## config.mk

```make
export PLATFORM = sky130hd
export DESIGN_NAME = ddr_wr_burst_sched
export DESIGN_NICKNAME = d
export VERILOG_FILES = /design/src/rtl/ddr_wr_burst_sched.sv
export SDC_FILE = /design/constraint.sdc
export NUM_CORES = 2
export LEC_CHECK = 0
export CORE_MARGIN = 4
export CORE_UTILIZATION = 50
export DETAILED_ROUTE_END_ITERATION = 8
export HOLD_SLACK_MARGIN = 0.06
export PLACE_DENSITY = 0.87
export SETUP_SLACK_MARGIN = 0.02
export SLEW_MARGIN = 40
export SYNTH_ARGS = -nofsm -noshare
export SYNTH_HDL_FRONTEND = slang
export SYNTH_SLANG_ARGS = --single-unit
```

## constraint.sdc

```tcl
create_clock -name clock2x -period 16.95 [get_ports clock2x]
set_input_delay 5.085 -clock clock2x [delete_from_list [all_inputs] [get_ports clock2x]]
set_output_delay 5.085 -clock clock2x [all_outputs]
set_load 0.01 [all_outputs]
```

## src/rtl/ddr_wr_burst_sched.sv

```systemverilog
// ddr_wr_burst_sched: queues 8-beat x 64-bit write bursts and launches each
// one into the burst writer as an 8-cycle write window aligned to phase 0.
module ddr_wr_burst_sched #(
    parameter int DEPTH  = 4,
    parameter int WL_CYC = 8
) (
    input  logic                   clock2x,
    input  logic                   reset,
    input  logic                   req_valid,
    output logic                   req_ready,
    input  logic [7:0][63:0]       req_data,
    output logic                   cmd_issue,
    output logic                   write,
    output logic [7:0][63:0]       DataHost,
    output logic                   burst_done,
    output logic [$clog2(DEPTH):0] fifo_count,
    output logic                   busy
);
    localparam int AW = $clog2(DEPTH);
    localparam int CW = AW + 1;
    localparam int WW = $clog2(WL_CYC) + 1;
    localparam logic [CW-1:0] FULL    = CW'(DEPTH);
    localparam logic [WW-1:0] WL_LOAD = WW'(WL_CYC - 1);

    typedef enum logic [1:0] {IDLE, WAIT_WL, ALIGN, BURST} state_t;

    state_t           state, state_n;
    logic [2:0]       phase;
    logic [WW-1:0]    wl_cnt, wl_n;
    logic             write_n, cmd_n, done_n, busy_n;

    logic [7:0][63:0] mem [DEPTH];
    logic [AW-1:0]    wr_ptr, rd_ptr, rd_ptr_n;
    logic [CW-1:0]    count_n;
    logic             push, pop;
    logic [7:0][63:0] head_n;

    // FIFO next-state: occupancy and the head value DataHost will present next cycle
    always_comb begin
        push     = req_valid & req_ready;
        rd_ptr_n = rd_ptr + AW'(pop);
        count_n  = fifo_count + CW'(push) - CW'(pop);
        // A push landing in a FIFO that is empty after this edge's pop becomes the new head.
        if (push && ((fifo_count - CW'(pop)) == '0)) begin
            head_n = req_data;
        end else if (count_n != '0) begin
            head_n = mem[rd_ptr_n];
        end else begin
            head_n = '0;
        end
    end

    // Burst payload storage
    always_ff @(posedge clock2x) begin
        if (push) begin
            mem[wr_ptr] <= req_data;
        end
    end

    // FIFO pointers, occupancy, ready and registered head payload
    always_ff @(posedge clock2x) begin
        if (reset) begin
            wr_ptr     <= '0;
            rd_ptr     <= '0;
            fifo_count <= '0;
            req_ready  <= 1'b1;
            DataHost   <= '0;
        end else begin
            if (push) begin
                wr_ptr <= wr_ptr + AW'(1);
            end
            rd_ptr     <= rd_ptr_n;
            fifo_count <= count_n;
            req_ready  <= (count_n != FULL);
            DataHost   <= head_n;
        end
    end

    // Scheduler next-state and registered-output values
    always_comb begin
        state_n = state;
        wl_n    = wl_cnt;
        write_n = write;
        cmd_n   = 1'b0;
        done_n  = 1'b0;
        pop     = 1'b0;
        unique case (state)
            IDLE: begin
                if (fifo_count != '0) begin
                    cmd_n   = 1'b1;
                    wl_n    = WL_LOAD;
                    state_n = WAIT_WL;
                end
            end
            WAIT_WL: begin
                if (wl_cnt == '0) begin
                    state_n = ALIGN;
                end else begin
                    wl_n = wl_cnt - WW'(1);
                end
            end
            ALIGN: begin
                if (phase == 3'd7) begin
                    write_n = 1'b1;
                    state_n = BURST;
                end
            end
            BURST: begin
                if (phase == 3'd7) begin
                    write_n = 1'b0;
                    done_n  = 1'b1;
                    pop     = 1'b1;
                    state_n = IDLE;
                end
            end
            default: state_n = IDLE;
        endcase
        busy_n = (state_n != IDLE);
    end

    // Scheduler state, free-running beat phase and registered outputs
    always_ff @(posedge clock2x) begin
        if (reset) begin
            state      <= IDLE;
            phase      <= '0;
            wl_cnt     <= '0;
            write      <= 1'b0;
            cmd_issue  <= 1'b0;
            burst_done <= 1'b0;
            busy       <= 1'b0;
        end else begin
            state      <= state_n;
            phase      <= phase + 3'd1;
            wl_cnt     <= wl_n;
            write      <= write_n;
            cmd_issue  <= cmd_n;
            burst_done <= done_n;
            busy       <= busy_n;
        end
    end
endmodule

```

==> impl_metrics.toml <==
[run_status]
status = "finished, final reports clean"

[grt]
grt_use_total_pct = 23.6
grt_antenna_before_repair = 83
grt_pass1_wl_mm = 328
grt_overflow = 0
grt_max_degree = 163
grt_pass1_vias = 48100

[power_and_ir_drop]
p_switching_w = 0.00376
power.internal_w = 0.0117
ir_worst_vdd_uv = 141
seqPwrFrac_pct = 50.6
p_clk_share_pct = 35.5
p_sw_share_pct = 24.3
p_comb_share_pct = 13.9
leakagePower_nw = 36.3
pwr_density_cell_mw_per_mm2 = 139

[cells_and_area]
post-route-util_pct = 61.8
num-fill-cells = 11300
area_delta_synth_final_pct = 22.8
drive_gt1_share_pct = 18.4
fin_nets = 5553

[synthesis]
yosysMostFrequentCell = "edfxtp_1"
synth_ff_type = "edfxtp_1"
synth_top_area_share_pct = 67.6
synth_top_cells_by_count = "edfxtp_1, dfxtp_1, mux4_2"
synthesis.nets = 4442
seq_area_frac_synth_pct = 79.4
synth-seq-cells = 2581
async_flop_share_pct = 0
yosys_warnings = 0
synth_top_cell_by_area = "edfxtp_1"
syn_area_mm2 = 0.0909
synth_edf_count = 2048
syn_avg_cell_area_um2 = 23.2
ys_types = 38
synthTopCellsByArea = "edfxtp_1, mux4_2, dfxtp_1"
syn_inst = 3917

[floorplan]
rows = 156
pin_count = 1035
coreArea_mm2 = 0.181
die_w_um = 434
die_y_um = 434
initial_utilization_pct = 50.3
dieArea_mm2 = 0.189

[worst_hold_path]
whs_path_depth = 1
min_path_type = "register to register"

[clock_network]
clkLatencyLatePin_ps = 890
ctsHtreeMaxLevel = 4
cts_setup_buffers = 0
cts_resized = 0
cts_tree = "built"
clk_pin_slew_ps = 70
holdBufCountCts = 0
clock_sinks = 2581
cts_buffers = 237
root_buffer = "clkbuf_16"
clk_path_buf_depth = 3

[sta]
fin_crit_sh_pct = 53.7
setup_ws_ps = 7850
max_freq_mhz = 110
drv_slew = 0
tightest_slew_ps = 1010
holdWs_ps = 452
setup-tns-final_ps = 0
max_slew_margin_pct = 32.7
rsz0062_at_grt = "false"
fin_skew_ps = 69.0
hold_viol = 0
setup_violations = 0
period_needed_ps = 9100

[detailed_routing]
ant_nets = 0
route.detailed.drc = 0
first_iter_violations = 4926
num_vias = 46600
routed_via_density = 6.06
drt_first_pass_iters = 5
wl_mm = 229
wire_per_inst_um = 29.7

[critical_path]
critPathLaunchType = "primary input"
endpoint = "DataHost[478]"
r2r_start = "phase[0]"
reg2reg_to = "DataHost[237]"
path_class = "primary input to register"
ff2ff_path_depth = 11
cp-startpoint = "req_valid"
r2r_slack_ps = 11610
required_ps = 17750
cp.arrival_ps = 9900
crit_path_max_fanout = 65
endpoint_kind = "register"

[placement]
port_buffers = 1034
dpl.hpwl_mm = 132
place_congestion = 0.828
place_ws_ps = 6890

[run]
cap_viol_max_count = 0
registers in the layout, summed over array words and instances (netlist names):
| signal | cells |
|---|---|
| DataHost | 512 |
| burst_done | 1 |
| busy | 1 |
| cmd_issue | 1 |
| fifo_count | 3 |
| mem | 2048 |
| phase | 3 |
| rd_ptr | 2 |
| req_ready | 1 |
| state | 2 |
| wl_cnt | 4 |
| wr_ptr | 2 |
| write | 1 |
stage by stage:
step / total power (W) / cell area, um2 / cells
floorplan: 0.00901 / 90900 / 3917
global placement: 0.00994 / 103000 / 7139
detailed placement: 0.0100 / 103000 / 7151
CTS: 0.0156 / 111000 / 7607
global route: 0.0160 / 112000 / 7681
finish: 0.0155 / 112000 / 7700
cell families after synthesis:
group / share of synthesized area [%]
compound gates: 5.05
simple gates: 0.264
flops: 79.4
xor+xnor: 0.0826
buf+inv: 2.40
fa+ha+maj: 0.146
mux: 12.7
routing by layer:
layer | track usage (%) | share of wire (%) | up-vias
met4 | 14.2 | 6.5 | 30
met3 | 5.41 | 8.9 | 642
li1 | - | - | 18900
met1 | 30.0 | 35 | 24200
met2 | 37.4 | 49 | 2876
met5 | 0 | 0.073 | -
power by group through the flow:
stage,registers [W],clock network (W),logic [W]
floorplan,0.00812,0,0.000887
global placement,0.00790,0,0.00205
detailed placement,0.00794,0,0.00211
global route,0.00787,0.00586,0.00225
CTS,0.00783,0.00558,0.00215
finish,0.00783,0.00550,0.00216
worst max-delay path, cell delays in order:
cell             delay, ps
clkdlybuf4s50_1        610
nand2_1                230
xnor2_1                200
ha_1                   220
fa_1                   440
xor3_1                 240
nand2_1                110
nor3b_2                310
buf_4                  640
buf_4                  740
buf_6                  550
a22o_1                 290
layout make-up:
class / instances / area (um2) / area share, %
flip-flops and latches: 2581 / 72200 / 64.6
multi-input cells: 1097 / 16600 / 14.9
repair buffers: 1104 / 11500 / 10.3
clock buffers: 327 / 6630 / 5.94
well taps: 2370 / 2970 / 2.66
clock inverters: 129 / 1550 / 1.38
diodes: 85 / 213 / 0.191
inverters: 7 / 26.3 / 0.0235
placed cells by master, fill, tap and decap left out, types with 14 or more instances in the layout:
cell type	synthesis	routed
mux4_2	512	512
buf_12	44	19
buf_16	0	14
dfxtp_1	533	533
clkbuf_1	60	56
bufinv_16	0	24
clkbuf_8	0	32
a22o_1	511	511
diode_2	0	85
edfxtp_1	2048	2048
buf_6	64	23
clkinvlp_4	0	14
clkinv_2	0	43
clkbuf_16	0	239
clkinv_1	0	27
clkdlybuf4s50_1	0	1033
how the worst min path moves through the flow:
stage               endpoint  slack (ps)     start
global placement    phase[0]         410  phase[0]
global route        phase[0]         490  phase[0]
finish              phase[0]         450  phase[0]
CTS                 phase[0]         440  phase[0]
floorplan           phase[0]         400  phase[0]
detailed placement  phase[0]         460  phase[0]
No activity file was read; power rests on OpenSTA's default activity.
